===== src/rtl/counter_4bit_load.sv =====
// 4-bit free-running up-counter: async active-low clear, synchronous parallel load, wraps 15 -> 0.
// Define COUNTER_4BIT_LOAD_ASSERT_EN to compile in simulation-only property checks.
module counter_4bit_load (
  input  logic       clk,
  input  logic       reset_n,
  input  logic       load,
  input  logic [3:0] load_data,
  output logic [3:0] count
);

  // Priority is reset, then load, then increment; the add wraps naturally at 4 bits.
  always_ff @(posedge clk or negedge reset_n) begin
    if (!reset_n)  count <= 4'h0;
    else if (load) count <= load_data;
    else           count <= count + 4'd1;
  end

`ifdef COUNTER_4BIT_LOAD_ASSERT_EN
  a_rst_clear: assert property (@(posedge clk) !reset_n |-> count == 4'h0)
    else $error("count not clear during reset");

  a_load: assert property (@(posedge clk) disable iff (!reset_n)
    load |=> count == $past(load_data))
    else $error("load value not captured");

  a_inc: assert property (@(posedge clk) disable iff (!reset_n)
    !load |=> count == 4'($past(count) + 4'd1))
    else $error("count did not increment");

  a_known: assert property (@(posedge clk) reset_n |-> !$isunknown({load, load_data}))
    else $error("load/load_data unknown out of reset");
`else
`endif

endmodule


===== config.mk =====
export PLATFORM = sky130hd
export DESIGN_NAME = counter_4bit_load
export DESIGN_NICKNAME = d
export VERILOG_FILES = /design/src/rtl/counter_4bit_load.sv
export SDC_FILE = /design/constraint.sdc
export NUM_CORES = 1
export LEC_CHECK = 0
export ABC_AREA = 1
export ABC_CLOCK_PERIOD_IN_PS = 1250
export CAP_MARGIN = 0
export CORE_AREA = 2 2 39 41
export DETAILED_ROUTE_END_ITERATION = 16
export DIE_AREA = 0 0 41 43
export PLACE_DENSITY = 0.45
export SETUP_SLACK_MARGIN = 0.02
export SYNTH_ARGS = -nofsm -noshare
export SYNTH_HDL_FRONTEND = slang
export SYNTH_SLANG_ARGS = --single-unit

===== constraint.sdc =====
create_clock -name clk -period 1.25 [get_ports clk]
set_clock_uncertainty 0.2 [all_clocks]
set_input_delay 0.3125 -clock clk [delete_from_list [all_inputs] [get_ports clk]]
set_output_delay 0.3125 -clock clk [all_outputs]
set_load 0.02 [all_outputs]

# Word level (Yosys, flattened, before mapping)
# Index checks and enable logic that the tools add are counted.
# W data, S select, Z words.
word_totals:
  register_bits: 4
  inputBits: 7
  out_inout_bits: 4
  wordCells: 3
op_classes:
  addsub: 1
  mux: 1
ops:
  columns: ["operator", "count"]
  rows:
  - ["$add A4 B1 Y4 const B", 1]
  - ["$mux W4", 1]

# Logic depth before layout (Yosys ltp)
# Gate-level depths: netlist (run 1).
logic_depth:
  ltp_word: 2
  depth_mapped: 4
  depth_no_buf: 4

# Worst setup path after synthesis (run 1)
# No wires, ideal clock.
synth_path:
  kind: "reg-to-reg"
  startpoint: "register count[0]"
  endpoint: "register count[2]"
  setup_ns: 0.121
  arrival_ns: 0.887
  required_time_ns: 0.929
  slack_ns: 0.042
  path_stages_with_launch: 4
  path_buffers: 0
  synth_period_minus_slack_ns: 1.208
  path_cell_list: "dfrtp_1 -> ha_1 -> xnor2_1 -> o21ai_1"
synth_between:
  elab_chain_len: 2
synth_rtl:
  columns: ["element", "line", "rtl"]
  rows:
  - ["from (decl)", "8", "output logic [3:0] count"]
  - ["from (signal assigned)", "14", "else if (load) count <= load_data;"]
  - ["from (signal assigned)", "15", "else count <= count + 4'd1;"]
  - ["$add A4 B1 Y4", "15", null]
  - ["$mux W4", "14", null]
# No other way between the ends.

# Worst setup path in the final report (run 1)
layout_path:
  startpoint: "register count[0]"
  endpoint: "output count[0]"
# No word-level cell between the ends.

==> impl_results.md, run 1 <==
* Run status: complete, but fails checks
* Violated checks: setup timing
* Pwr dens at 1210 mW/mm2
* Worst slack, placed at -0.186 ns
* Slowest stage cell on the critical path: dfrtp_1
* Most used cells in the layout excluding fill and tap cells: 8 x nand2_1, 6 x buf_6, 5 x clkdlybuf4s50_1, 5 x buf_4, 4 x dfrtp_1
* Number of buffers added by the clock tree synthesis step at 3
* CTS tree: yes
* Top cells by area in the synthesized netlist: dfrtp_1 54%, nand2_1 16%, ha_1 6.8%
* Starting density of the core at 13.4%
* CTS clk-pin slew, worst paths at 0.04 ns
* Biggest area consumer among synthesized cells: dfrtp_1
* Static leakage at 0.210 nW
* DP Area at 343 um2
* Deepest level of the CTS H-tree at 1
* Number of flip-flops in the largest register at 4
* Post-Synthesis Mean Instance Area at 8.82 um2
* Routed wire length at 541 um
* Cell family contributing the most delay on the critical path: flip-flops
* Class of the most critical setup path: flip-flop to primary output
* Area share of the largest cell type after synthesis at 54.1%
* Required time worst endpoint at 0.74 ns
* Worst path buffer plus inverter count at 1
* Number of placed cells counting well taps at 52
* Number of filler instances in the final layout at approximately 150
* Worst path cell trace: buf_6
* Iteration-0 DRC count of the detailed router at 2
* Initial DRT Pass Iterations at 2
* Post-synth cell types at 9
* FP Rows at 14
* Deepest clock path buffer count at 2
* Overall power after layout at ~510 uW
* Worst VDD drop at 450 uV
* Worst slew pin tran at approximately 0.22 ns
* Layout net count at 51
* Chip height at approximately 43 um
* Area Overhead vs Synth at 127%
* Count of vias placed by the detailed router at 215
* # hold bufs at CTS at 0
* Fin Hold WS at 0.0891 ns
* Register area at about 100 um2
* Unrepaired setup endpoints after global routing: yes
* CTS Sinks at 4
* Number of max-capacitance violations reported at 0
* Critical Path End Type: primary output
* Final design instance area without fill at between 400 and 500 um2
* Path class of the lowest-slack min-delay path: input port to async pin
* Cell count after synthesis at 21
* Total global routing overflow at 0
* Count of yosys warnings during synthesis at 0
* Net count after synthesis at 29
* Critical path data arrival time at 0.76 ns
* Half-perimeter wire length after placement at 348 um
* Via count of the first global-routing pass at 193
* Total DRC errors in the routed layout at 0
* WL per Instance at 9.49 um
* Placeable Area at 0.00138 mm2
* Area used by multi-input combinational logic at 103 um2
* Syn Std Cell Area at approximately 190 um2
* Horizontal die dimension at slightly above 40 um
* Most common cell after layout, fill and taps aside: nand2_1
* Count of inserted antenna diode cells at 0
* Period utilisation layout at 102%
* Root buf cell: clkbuf_4
* Slew Limit Fails at 0
* Global-route wire length before repair at 814 um
* Number of antenna violations at the first check in global routing at 0
* Critical path peak fanout at 2
* Seq/Total Area, Yosys at a little over half
* Hold Fails Final Rpt at 0
* Number of ports placed on the die boundary at 11
* Largest net degree at the start of global routing at 7
* Nature of the critical path startpoint: flip-flop
* GRT Util Overall at 7.44%
* Post-DRT Antenna Nets at 0
* Post-synthesis sequential element count at 4
* Ratio of cells with drive above 1 in the final layout at 41.5%
* Min Clock Period, post-route at 1.28 ns
* Final cell count without fillers at 57
* Largest registers: count (4)
* Minimum setup slack in the final design at -0.0255 ns
* Die footprint at approximately 0.0018 mm2
* Largest stage delay on the critical path at 0.39 ns
* Highest achievable clock rate at between 700 and 800 MHz
* Largest Register: count
* Final Wtd Congestion at 0.725
* IO buf count at 10
* Final-report setup violation count at 4
* Routed vias/inst at roughly 3.8
* Headroom to the max-slew limit at between 80% and 90%
* Clock latency reported for the late side of the worst-skew pair at 0.23 ns
==> report_power, final <==
part	internal, mW	total [mW]	switching [mW]
Combinational	0.110	0.188	0.0781
Clock	0.107	0.162	0.0541
Sequential	0.147	0.158	0.0112
Total	0.364	0.507	0.143
==> final cells by class <==
cell class | count | area share [%]
repair buffers | 17 | 39.9
multi-input cells | 15 | 24.4
flip-flops and latches | 4 | 23.8
inverters | 2 | 1.79
well taps | 16 | 4.76
clock buffers | 3 | 5.36
==> final timing paths <==
kind	endpoint	cells past startpoint	slack, ns	start
max	count[0]	1	-0.03	count[0]
min	count[2]	1	0.09	reset_n
max reg2reg	count[2]	4	0.05	count[1]
min reg2reg	count[2]	3	0.50	count[2]
max in group asynchronous	count[1]	1	0.58	reset_n
min in group clk	count[3]	3	0.22	load
==> cells in the mapped netlist, drive strengths merged <==
cell type,number
ha,1
dfrtp,4
nand2,8
inv,2
xnor2,1
nand4,1
o21ai,2
nand3,2
==> metal layers <==
layer	up-vias	routed length (um)	part of all wire, %	track usage (%)
li1	108	-	-	-
met1	95	248	46	9.71
met2	10	241	45	8.13
met3	2	46	8.5	4.71
met4	0	4	0.74	6.00
met5	-	0	0	0
==> stage by stage <==
step                setup TNS [ns]  util (%)
finish                     -0.0420      30.4
global placement             -1.36      24.8
global route                -0.175      30.4
floorplan                        0         -
detailed placement           -1.32      24.8
CTS                        -0.0782      27.3
==> timing repair <==
action	4_1_cts	5_1_grt
buffers inserted	1	1
gates cloned	0	0
endpoints found under the setup margin	5	7
resized for setup	24	7
pin swaps	0	5
==> cell families (layout without fill, tap and decap cells) <==
group / count (synthesis) / in the layout / synth area share, %
buffers and inverters: 2 / 22 / 4.06
DFF: 4 / 4 / 54.1
and+or+nand+nor: 11 / 11 / 25.0
adders and majority gates: 1 / 1 / 6.76
xor gates and xnor gates: 1 / 1 / 4.73
AOI/OAI and AO/OA: 2 / 2 / 5.40
Power figures use the tool's default switching activity.
==> run 2, diff against run 1 <==
- CORE_AREA: 2 2 39 41 -> 8 8 45 47
- DIE_AREA: 0 0 41 43 -> 0 0 53 55
==> run 2 against run 1 <==
The flow still finishes with violations (setup timing). Wire length increased by 0.37%. Critical path depth unchanged. Flip-flop and latch count unchanged. Die area increased by 65%. First-iteration DRC count unchanged. Utilization decreased by 1.2 points. Cell area decreased by 3.9%. Register-to-register slack got worse by 0.03 ns. Hold slack about the same. Clock power about the same.
==> impl_results.md, run 2 (same netlist as run 1, synthesis figures left out) <==
* FF-to-FF End: count[2]
* GRT Util Overall at 4.60%
* Via count of the first global-routing pass at 236
* Run status: complete, but fails checks
* Busiest metal layer after global routing: met2
* Clock latency reported for the late side of the worst-skew pair at 0.24 ns
* Largest registers: count (4)
* Unrepaired setup endpoints after global routing: yes
* Number of flip-flops in the largest register at 4
* Final-report setup violation count at 4
* Source of the critical timing path: count[1]
* Routed wire length at 543 um
* Min Clock Period, post-route at about 1.3 ns
* Iteration-0 DRC count of the detailed router at 2
* Area used by multi-input combinational logic at 92.6 um2
* Largest stage delay on the critical path at approximately 0.39 ns
* Number of antenna violations at the first check in global routing at 0
* Area Overhead vs Synth at 118%
* Minimum setup slack in the final design at -0.0255 ns
* Final Wtd Congestion at 0.720
* Total DRC errors in the routed layout at 0
* Count of inserted antenna diode cells at 0
* Routed vias/inst at 3.79
* Critical path peak fanout at 2
* Half-perimeter wire length after placement at 454 um
* Total global routing overflow at 0
* Aggregate negative setup slack at -0.0744 ns
* Static leakage at 0.195 nW
* Post-DRT Antenna Nets at 0
* Register area at 100 um2
* Horizontal die dimension at 53 um
* Slew Limit Fails at 0
* Deepest level of the CTS H-tree at 1
* Largest net degree at the start of global routing at 6
* Critical path data arrival time at 0.76 ns
* Number of max-capacitance violations reported at 0
* Path class of the lowest-slack min-delay path: input port to async pin
* Depth of the worst register-to-register path at 4
* Ratio of cells with drive above 1 in the final layout at 43.9%
* Largest Register: count
* Worst slew pin tran at 0.214 ns
* GR Layer Usage met3 at 5.08%
* CTS Sinks at 4
* WL per Instance at around 9.5 um
* Crit Reg-Reg Startpoint: count[1]
* Deepest clock path buffer count at 2
* Nature of the critical path startpoint: flip-flop
* Slowest stage cell on the critical path: dfrtp_1
* Fraction of met1 tracks used by global routing at 4.43%
* Initial DRT Pass Iterations at 2
* Starting density of the core at 13.4%
* Cell family contributing the most delay on the critical path: flip-flops
* Most common cell after layout, fill and taps aside: nand2_1
* FP Rows at 14
* Worst slack, placed at -0.217 ns
* Number of buffers added by the clock tree synthesis step at 3
* Overall power after layout at 497 uW
* Global-route wire length before repair at 931 um
* CTS clk-pin slew, worst paths at 0.04 ns
* Chip height at 55 um
* Headroom to the max-slew limit at 85.7%
* Most used cells in the layout excluding fill and tap cells: 7 x nand2_1, 6 x clkdlybuf4s50_1, 6 x buf_4, 5 x buf_6, 4 x dfrtp_1
* Hold Fails Final Rpt at 0
* Placeable Area at 0.00138 mm2
* Critical path capture point: count[1]
* Worst VDD drop at 473 uV
* Count of vias placed by the detailed router at 216
* Violated checks: setup timing
* Number of filler instances in the final layout at 152
* Die footprint at 0.00292 mm2
* Worst path cell trace: buf_6
* Critical Path End Type: primary output
* Critical Path Stages at 1
* GRT met2 Usage at under 10%
* Pwr dens at 1230 mW/mm2
* # hold bufs at CTS at 0
* Root buf cell: clkbuf_4
* CTS tree: yes
* Register-to-register setup slack at 0.02 ns
* Finished Core Util at around 29%
* Layout net count at 51
* Highest achievable clock rate at 784 MHz
* Worst path buffer plus inverter count at 1
* Number of ports placed on the die boundary at 11
* IO buf count at 10
* Required time worst endpoint at 0.74 ns
* Class of the most critical setup path: flip-flop to primary output
* Period utilisation layout at 102%
==> run 2: layout make-up <==
type	instances	area share (%)
timing repair buffer	17	39.9
sequential	4	24.8
multi-input combinational	15	22.9
clock buffer	3	5.57
tap	16	4.95
inverter	2	1.86
==> run 2: how the worst min path moves through the flow <==
| stage | endpoint | depth (start not counted) | slack [ns] |
|---|---|---|---|
| finish | count[2] | 1 | 0.09 |
| global route | count[2] | 1 | 0.11 |
| CTS | count[2] | 1 | 0.09 |
| detailed placement | count[2] | 1 | 0.35 |
| global placement | count[2] | 1 | 0.34 |
| floorplan | count[0] | 0 | -0.18 |
==> run 2: stage by stage <==
stage,cell area (um2),hold slack (ns),instances
after global placement,343,0.342,52
after floorplan,185,-0.183,21
after detailed placement,343,0.347,52
after CTS,385,0.0907,57
after global routing,404,0.108,57
final,404,0.0890,57
==> run 2: what timing repair did <==
item                       in CTS  in global routing
pin swaps                       0                  4
setup endpoints to repair       4                  7
setup buffers                   2                  0
resized for setup              24                  5
==> run 2: power breakdown <==
group / switching [mW] / internal (mW) / total [mW]
logic: 0.0722 / 0.101 / 0.174
registers: 0.0123 / 0.147 / 0.159
clock network: 0.0568 / 0.108 / 0.165
==> run 2: metal layers <==
| layer | vias to the layer above | part of all wire [%] |
|---|---|---|
| met5 | - | 0 |
| met3 | 0 | 19 |
| met4 | 0 | 0 |
| met2 | 12 | 40 |
| met1 | 94 | 41 |
| li1 | 110 | - |
